===== src/rtl/cpu_types_pkg.sv =====
// cpu_types_pkg: shared word, opcode and immediate-issue buffer types
package cpu_types_pkg;
  typedef logic [31:0] word_t;
  typedef enum logic [5:0] {
    OP_RTYPE = 6'h00,
    OP_J     = 6'h02,
    OP_JAL   = 6'h03,
    OP_BEQ   = 6'h04,
    OP_BNE   = 6'h05,
    OP_ADDI  = 6'h08,
    OP_ADDIU = 6'h09,
    OP_SLTI  = 6'h0A,
    OP_SLTIU = 6'h0B,
    OP_ANDI  = 6'h0C,
    OP_ORI   = 6'h0D,
    OP_XORI  = 6'h0E,
    OP_LUI   = 6'h0F,
    OP_LW    = 6'h23,
    OP_SW    = 6'h2B
  } opcode_t;
  typedef enum logic [1:0] {EMPTY, ONE, TWO} skid_state_t;
  typedef struct packed {
    word_t instr;
    word_t imm;
    logic  used;
  } imm_entry_t;
endpackage


===== src/rtl/imm_decode.sv =====
// imm_decode: opcode to sign-extender controls and immediate-usage flag
module imm_decode
  import cpu_types_pkg::*;
#(
  parameter bit ZEXT_LOGIC = 1'b1
) (
  input  logic [5:0] opcode,
  output logic       lui,
  output logic       sext,
  output logic       used
);
  // unknown opcodes fall through as non-immediate instructions
  always_comb begin
    lui  = 1'b0;
    sext = 1'b0;
    used = 1'b1;
    case (opcode)
      OP_LUI: lui = 1'b1;
      OP_ANDI, OP_ORI, OP_XORI: sext = !ZEXT_LOGIC;
      OP_BEQ, OP_BNE, OP_ADDI, OP_ADDIU, OP_SLTI, OP_SLTIU, OP_LW, OP_SW: sext = 1'b1;
      default: used = 1'b0;
    endcase
  end
endmodule


===== src/rtl/imm_issue_ctrl.sv =====
// imm_issue_ctrl: ID-stage extender control with a 2-entry skid buffer toward EX
module imm_issue_ctrl
  import cpu_types_pkg::*;
#(
  parameter int WORD_W     = 32,
  parameter bit ZEXT_LOGIC = 1'b1,
  parameter int CNT_W      = 16
) (
  input  logic              CLK,
  input  logic              RST,
  input  logic              flush,
  input  logic              in_valid,
  output logic              in_ready,
  input  logic [WORD_W-1:0] in_instr,
  output logic [WORD_W-1:0] se_Instruction,
  output logic              se_LUI,
  output logic              se_SignExtend,
  input  logic [WORD_W-1:0] se_InstrE,
  output logic              out_valid,
  input  logic              out_ready,
  output logic [WORD_W-1:0] out_instr,
  output logic [WORD_W-1:0] out_imm,
  output logic              out_imm_used,
  output logic [CNT_W-1:0]  imm_count
);
  skid_state_t state;
  imm_entry_t  e0, e1, nw;
  logic        used, push, pop;
  imm_decode #(.ZEXT_LOGIC(ZEXT_LOGIC)) u_dec (
    .opcode(in_instr[31:26]),
    .lui   (se_LUI),
    .sext  (se_SignExtend),
    .used  (used)
  );
  assign se_Instruction = in_instr;
  // ready depends only on registered state so EX backpressure never reaches IF combinationally
  assign in_ready     = !RST && state != TWO;
  assign out_valid    = !RST && state != EMPTY;
  assign out_instr    = RST ? '0 : e0.instr;
  assign out_imm      = RST ? '0 : e0.imm;
  assign out_imm_used = !RST && e0.used;
  assign push         = in_valid && in_ready;
  assign pop          = out_valid && out_ready;
  assign nw           = '{instr: in_instr, imm: used ? se_InstrE : '0, used: used};
  // skid buffer: entry0 is the head, entry1 only holds data while EX stalls
  always_ff @(posedge CLK) begin
    if (RST) begin
      state     <= EMPTY;
      e0        <= '0;
      e1        <= '0;
      imm_count <= '0;
    end else begin
      if (push && !flush && used && imm_count != '1) imm_count <= imm_count + 1'b1;
      if (flush) state <= EMPTY;
      else if (state == EMPTY) begin
        if (push) begin
          e0    <= nw;
          state <= ONE;
        end
      end else if (state == ONE) begin
        if (push && pop) e0 <= nw;
        else if (push) begin
          e1    <= nw;
          state <= TWO;
        end else if (pop) state <= EMPTY;
      end else if (pop) begin
        e0    <= e1;
        state <= ONE;
      end
    end
  end
endmodule


===== config.mk =====
export PLATFORM = sky130hd
export DESIGN_NAME = imm_issue_ctrl
export DESIGN_NICKNAME = d
export VERILOG_FILES = /design/src/rtl/cpu_types_pkg.sv /design/src/rtl/imm_decode.sv /design/src/rtl/imm_issue_ctrl.sv
export SDC_FILE = /design/constraint.sdc
export NUM_CORES = 1
export LEC_CHECK = 0
export BUFFER_PORTS_ARGS = -buffer_cell sky130_fd_sc_hd__buf_2
export CORE_MARGIN = 4
export CORE_UTILIZATION = 45
export CTS_BUF_LIST = sky130_fd_sc_hd__clkbuf_2
export CTS_CLUSTER_DIAMETER = 200
export DETAILED_ROUTE_END_ITERATION = 12
export GPL_ROUTABILITY_DRIVEN = 0
export PLACE_DENSITY_LB_ADDON = 0.3
export REMOVE_ABC_BUFFERS = 1
export SETUP_SLACK_MARGIN = 0.15
export SLEW_MARGIN = 20
export SYNTH_ARGS = -nofsm -noshare
export SYNTH_HDL_FRONTEND = slang
export SYNTH_SLANG_ARGS = --single-unit

===== constraint.sdc =====
create_clock -name CLK -period 3.1 [get_ports CLK]
set_input_delay 0.465 -clock CLK [delete_from_list [all_inputs] [get_ports CLK]]
set_output_delay 0.465 -clock CLK [all_outputs]
set_load 0.02 [all_outputs]

# Word-level counts from Yosys, hierarchy flattened
# Index checks and enable logic that the tools add are counted.
[word_totals]
reg_bits = 148
[classes]
reduce_logical = 20
addsub = 1
bitwise_logic = 3
eq_ne = 19
n_mux = 18
[op_table]
columns = ["op", "n"]
rows = [
  ["$mux W65", 5],
  ["$mux W32", 3],
  ["$eq A6 B4 Y1 const B", 8],
  ["$add A16 B1 Y16 const B", 1],
  ["$ne A16 B16 Y1 const B", 1],
  ["$mux W2", 7],
  ["$eq A6 B3 Y1 const B", 2],
  ["$eq A6 B6 Y1 const B", 2],
  ["$reduce_or A12 Y1", 1],
  ["$logic_and A1 B1 Y1", 9],
  ["$reduce_and A4 Y1", 2],
  ["$reduce_or A8 Y1", 1],
  ["$reduce_and A5 Y1", 1],
  ["$ne A2 B2 Y1 const B", 2],
  ["$ne A4 B3 Y1 const B", 1],
  ["$mux W1", 3],
  ["$ne A3 B2 Y1 const B", 1],
  ["$ne A3 B3 Y1 const B", 1],
  ["$not A1 Y1", 3],
  ["$reduce_bool A3 Y1", 1],
  ["$eq A2 B1 Y1 const B", 1],
  ["$logic_not A1 Y1", 2],
  ["$logic_not A2 Y1", 1],
  ["$reduce_bool A2 Y1", 1],
  ["$reduce_or A2 Y1", 1],
]

# Depth between registers and ports, before layout
# Gate-level depths: netlist (run 1).
[logic_depth]
depth_word = 8
ltp_mapped = 7

# Cells and area by module
# Synthesis (run 1) repeated with hierarchy kept, for this count alone.
[hier_totals]
hier_cells = 883
hier_area_um2 = 6952.9
[modules_own_cells]
columns = ["module", "cells_per_inst", "instances", "area_each_um2"]
rows = [
  ["imm_issue_ctrl", 873, 1, 6891.6],
  ["imm_decode", 10, 1, 61.3],
]

# Least setup slack after synthesis (run 1)
# OpenSTA, ideal clock, no wires.
[synth_path]
kind = "input -> register"
start = "input RST"
end = "register imm_count[14]"
t_required_ns = 3.029
n_path_buf = 1
setup_ns = 0.071
setup_slack_ns = 0.869
arrival_ns = 2.160
stages = 6
cell_sequence = "buf_6 > or2_4 > or4b_4 > a21o_4 > or4_1 > a21oi_1"
[synth_via]
elab_chain_cells = 6
[synth_lines]
columns = ["item", "line", "source"]
rows = [
  ["start: declaration", "imm_issue_ctrl.sv:10", "input logic RST,"],
  ["$logic_not A1 Y1", "imm_issue_ctrl.sv:37", "assign in_ready = !RST && state != TWO;"],
  ["$logic_and A1 B1 Y1", "imm_issue_ctrl.sv:37", ""],
  ["$logic_and A1 B1 Y1", "imm_issue_ctrl.sv:42", "assign push = in_valid && in_ready;"],
  ["$logic_and A1 B1 Y1 (3 in series)", "imm_issue_ctrl.sv:53", "if (push && !flush && used && imm_count != '1) imm_count <= imm_count + 1'b1;"],
  ["end signal: assignment", "imm_issue_ctrl.sv:53", ""],
  ["end: declaration", "imm_issue_ctrl.sv:24", "output logic [CNT_W-1:0] imm_count"],
]
# Parallel ways exist; a longest one is shown, timed or not.
# A chain may end at the register's enable or synchronous reset.

# Worst setup path in the final report (run 1)
[layout_path]
start = "input RST"
end = "register e1[43] (netlist name)"
[layout_via]
elab_chain_cells = 6
word_cells_on_any_way = 8
classes_between = "1 x bitwise; 7 x reduce/logical"
[layout_lines]
columns = ["item", "line", "source"]
rows = [
  ["$logic_not A1 Y1", "imm_issue_ctrl.sv:37, imm_issue_ctrl.sv:38", ""],
  ["$logic_and A1 B1 Y1 (on tied branches)", "imm_issue_ctrl.sv:37, imm_issue_ctrl.sv:38", ""],
  ["$logic_and A1 B1 Y1 (on tied branches)", "imm_issue_ctrl.sv:42, imm_issue_ctrl.sv:43", ""],
  ["$logic_and A1 B1 Y1", "imm_issue_ctrl.sv:61", "if (push && pop) e0 <= nw;"],
  ["$not A1 Y1 (no line)", "-", ""],
  ["$reduce_and A5 Y1 (no line)", "-", ""],
  ["end signal: assignment", "imm_issue_ctrl.sv:63", "e1 <= nw;"],
  ["end: declaration", "imm_issue_ctrl.sv:27", "imm_entry_t e0, e1, nw;"],
]
# Parallel ways exist; a longest one is shown, timed or not.

==> results.yml, run 1 <==
run_status:
  status: "complete, no violations"
critical_path:
  arrival_ps: 3340
  critical_path_class: "input pin to register"
  crit_path_end_kind: "register"
  cp_cell_sequence: "dlygate4sd3_1, buf_6, or2_4, or4_2, buf_4, nand2_1, a21oi_1, dlygate4sd3_1"
  required_ps: 3680
  start_kind: "input pin"
  critPathMaxStageDelay_ps: 670
  path_common_cell: "dlygate4sd3_1"
  critPathSlowestCell: "or4_2"
  cp_max_fo: 65
synthesis:
  synth_common_cells: "dfxtp_1 (148), nor2_1 (107), nand2_1 (73)"
  yosysWarnings: 0
  ys.flop_type: "dfxtp_1"
  synth.most_common_cell: "dfxtp_1"
  synthTopCellsByArea: "dfxtp_1 (45%), nor2b_1 (6.6%), nor2_1 (6.1%)"
  ys_seq_area_frac: 0.449
  synth_edf_count: 0
  yosysTopAreaCell: "dfxtp_1"
  synth_area_um2: 6600
  syn_inst: 774
  yosysTopAreaCellShare: 0.449
  synth_seq_cells: 148
  syn_area_per_cell_um2: 8.53
  synth-async-reset-ratio: 0
  synth_cell_types: 41
cts:
  cts_buffers: 17
  htreeDepth: 4
  cts-resized-gates: 0
  cts_sinks: 148
  root_buffer: "clkbuf_2"
  clock_latency_ps: 700
  cts_tree: "yes"
  cts_max_path_buffers: 2
  post_cts_buffers: 0
  clkTransAtPathRegs_ps: 190
  cts_hold_buf: 69
route:
  vias_per_cell: 5.25
  wl_per_cell_um: 14.1
  drt_wl_total_mm: 16.4
  ant_nets: 0
  firstDrtPassIters: 4
  drt_iter0_markers: 384
  drc: 0
  vias: 6084
power_and_ir_drop:
  p_per_area_nw_per_um2: 418
  total_power_mw: 3.48
  leakagePower_nw: 3.33
  peakVddDrop_v: 0.000232
layout:
  area_delta_synth_final_pct: 26.3
  nets: 1032
  diodes: 0
  stdcell_count: 1159
  layout-drive-gt1-share: 0.247
global_route:
  grt_max_degree: 114
  grt_first_pass_wirelength_mm: 26.9
  grt_use_total: 0.196
  overflow: 0
  antenna_found_initial: 0
  grt_pass1_vias: 5507
sta:
  fin_crit_sh: 0.890
  relSlewSlack: 0.404
  drv_slew: 0
  setup_ws_ps: 340
  fin_crit_ps: 2760
  setup_viol: 0
  worst_slew_pin_slew_ps: 893
  clock_skew_ps: 27.4
  fin_tns_setup_ps: 0
  hold_viol_final: 0
  whs_ps: 112
  rsz0062_at_grt: "false"
  fmax_mhz: 362
floorplan:
  die_height_um: 129
  start_util: 0.456
  die_x_um: 129
  dieArea_um2: 16700
  core.rowCount: 44
  coreArea_um2: 14500
  io_pins: 186
place:
  port_buffers: 185
  post-place-cells: 1058
  hpwl_mm: 9.78
  pre_cts_ws_ps: 584
run:
  drv_cap: 0
min_path:
  hold_path_class: "input pin to register"
registers in the layout, indices dropped and copies added (netlist names):
| register | flops |
|---|---|
| imm_count | 16 |
| e1 | 65 |
| e0 | 65 |
| state | 2 |
kinds of logic (layout without fill, tap and decap cells):
kind of cell / Yosys count / after routing / synth area share
AOI/OAI and AO/OA: 166 / 166 / 0.180
adders and majority gates: 1 / 1 / 0.00190
buffers and inverters: 98 / 299 / 0.0768
DFF: 148 / 148 / 0.449
muxes: 38 / 38 / 0.0586
and+or+nand+nor: 323 / 323 / 0.234
metal layers:
metal  share of wire  wire [um]  global-route usage  up-vias
li1                -          -                   -     3072
met1            0.46       7470               0.260     2807
met2            0.47       7670               0.317      181
met3           0.060        982              0.0458       24
met4           0.017        271              0.0642        0
met5               0          0                   0        -
final cells by class:
type | instances | area [um^2]
clock buffers | 18 | 90.1
well taps | 184 | 230
multi-input cells | 528 | 3170
flip-flops and latches | 148 | 2970
repair buffers | 265 | 1730
fillers | 1306 | 6140
inverters | 2 | 7.51
clock inverters | 14 | 138
power breakdown:
part | total [mW] | internal (mW) | switching [mW]
sequential | 1.97 | 1.95 | 0.0227
combinational | 0.460 | 0.200 | 0.260
clock | 1.05 | 0.366 | 0.684
cell usage in the layout, fill, tap and decap left out, types with 9 or more instances in the layout:
master	instances
nand2_1	73
a22oi_1	32
nor2b_1	70
dfxtp_1	147
dlygate4sd3_1	69
nor2_1	107
clkbuf_2	18
a211oi_1	35
a21oi_1	46
nor3_1	36
buf_4	9
mux2i_1	33
a221oi_1	32
buf_2	184
worst max-delay path, delay by kind of cell:
family | cells | cell delay [ps]
AO/OA/AOI/OAI | 1 | 70
buffers and inverters | 4 | 1670
AND/OR/NAND/NOR | 3 | 1110
worst paths after layout:
check	startpoint	endpoint	slack [ps]	depth (start not counted)
setup / recovery	RST	e1[43]	340	8
hold / removal	in_instr[30]	e1[63]	110	3
setup reg to reg	state[1]	e1[43]	650	5
hold reg to reg	e1[59]	e1[59]	470	2
stage by stage:
| step | utilization | instance area [um^2] |
|---|---|---|
| after floorplan | - | 6100 |
| after detailed placement | 0.512 | 7420 |
| after global placement | 0.512 | 7420 |
| after global routing | 0.576 | 8340 |
| after CTS | 0.576 | 8340 |
| final | 0.576 | 8340 |
Power figures use the tool's default switching activity.
==> inputs of run 2 (changes only) <==
--- a/config.mk
+++ b/config.mk
@@ -6,8 +6,10 @@
 export NUM_CORES = 1
 export LEC_CHECK = 0
 export BUFFER_PORTS_ARGS = -buffer_cell sky130_fd_sc_hd__buf_2
+export CELL_PAD_IN_SITES_DETAIL_PLACEMENT = 0
+export CELL_PAD_IN_SITES_GLOBAL_PLACEMENT = 1
 export CORE_MARGIN = 4
-export CORE_UTILIZATION = 45
+export CORE_UTILIZATION = 43
 export CTS_BUF_LIST = sky130_fd_sc_hd__clkbuf_2
 export CTS_CLUSTER_DIAMETER = 200
 export DETAILED_ROUTE_END_ITERATION = 12
==> results.yml, run 2 (same netlist as run 1, synthesis figures left out) <==
run:
  drv_cap: 0
route:
  firstDrtPassIters: 5
  vias: 6070
  wl_per_cell_um: 14.4
  ant_nets: 0
  drc: 0
  drt_iter0_markers: 408
  vias_per_cell: 5.25
  drt_wl_total_mm: 16.7
place:
  post-place-cells: 1059
  placed_area_um2: 7400
  port_buffers: 185
  hpwl_mm: 10.1
  pre_cts_ws_ps: 639
sta:
  fin_crit_sh: 0.838
  rsz0062_at_grt: "false"
  fin_tns_setup_ps: 0
  fin_crit_ps: 2600
  whs_ps: 104
  drv_slew: 0
  clock_skew_ps: 17.0
  hold_viol_final: 0
  setup_ws_ps: 502
  relSlewSlack: 0.360
  worst_slew_pin_slew_ps: 960
  setup_viol: 0
  fmax_mhz: 385
cts:
  clkTransAtPathRegs_ps: 180
  root_buffer: "clkbuf_2"
  cts_buffers: 17
  cts_tree: "yes"
  clock_latency_ps: 690
  htreeDepth: 4
  cts_sinks: 148
  cts_max_path_buffers: 2
  post_cts_buffers: 0
floorplan:
  core.rowCount: 45
  dieArea_um2: 17400
  die_x_um: 132
  die_height_um: 132
  start_util: 0.436
  io_pins: 186
  coreArea_um2: 15100
power_and_ir_drop:
  total_power_mw: 3.70
  peakVddDrop_v: 0.000239
  leakagePower_nw: 3.33
  p_per_area_nw_per_um2: 444
min_path:
  hp-start: "flush"
  hold_path_class: "input pin to register"
global_route:
  grt_pass1_vias: 5930
  grt_first_pass_wirelength_mm: 28.2
  overflow: 0
  antenna_found_initial: 0
  grt_use_total: 0.192
  grt_max_degree: 216
run_status:
  status: "complete, no violations"
layout:
  nets: 1025
  diodes: 0
  fillerInstances: 1374
  utilization: 0.550
  largest_registers: "e0 x65, e1 x65, imm_count x16"
  area_delta_synth_final_pct: 26.3
  stdcell_area_um2: 8340
  layout_commonest_cell: "buf_2"
  layout_common_cells: "buf_2 (184), dfxtp_1 (147), nor2_1 (107), nand2_1 (73), nor2b_1 (70)"
  stdcell_count: 1156
  layout-drive-gt1-share: 0.246
critical_path:
  crit_start: "in_instr[28]"
  cp_max_fo: 7
  timing.rr.start: "imm_count[0]"
  start_kind: "input pin"
  required_ps: 2630
  critical_path_class: "input pin to primary output"
  crit_path_end_kind: "primary output"
  arrival_ps: 2130
run 2: cell types whose count changed in the layout (fill, tap and decap cells not counted), sizes merged:
cell / delta
clkinvlp: -2
dlygate4sd3: -4
inv: -1
clkbuf: +2
buf: -3
clkinv: -2
bufinv: +3
run 2: final cells by class:
cell class,count,area (um^2),area share
repair buffers,258,1670,0.200
well taps,188,235,0.0282
flip-flops and latches,148,2970,0.356
multi-input cells,528,3170,0.381
inverters,2,7.51,0.000900
clock buffers,20,100,0.0120
clock inverters,12,185,0.0222
run 2: final timing paths:
| kind | endpoint | slack [ps] | cells after the start |
|---|---|---|---|
| worst max-delay path | se_SignExtend | 500 | 5 |
| worst max register to register | imm_count[5] | 960 | 6 |
| worst min register to register | e1[61] | 470 | 2 |
| worst min-delay path | state[0] | 100 | 3 |
run 2: report_power, final:
group,internal [mW],switching (mW)
combinational,0.196,0.261
sequential,1.95,0.0210
clock,0.610,0.663
total,2.76,0.945
run 2: critical path, stage by stage:
cell           delay, ps
dlygate4sd3_1        540
buf_2                160
nand4b_1             480
a21oi_1              290
buf_2                190
run 2: what timing repair did:
action / CTS / global route
hold buffers: 65 / 0
resized for setup: 0 / 0
endpoints found under the hold margin: 64 / 0
run 2: layer usage:
layer,track usage,wire (um),up-vias
li1,-,-,3065
met1,0.244,7770,2816
met2,0.317,7800,173
met3,0.0469,899,16
met4,0.0677,227,0
met5,0,0,-
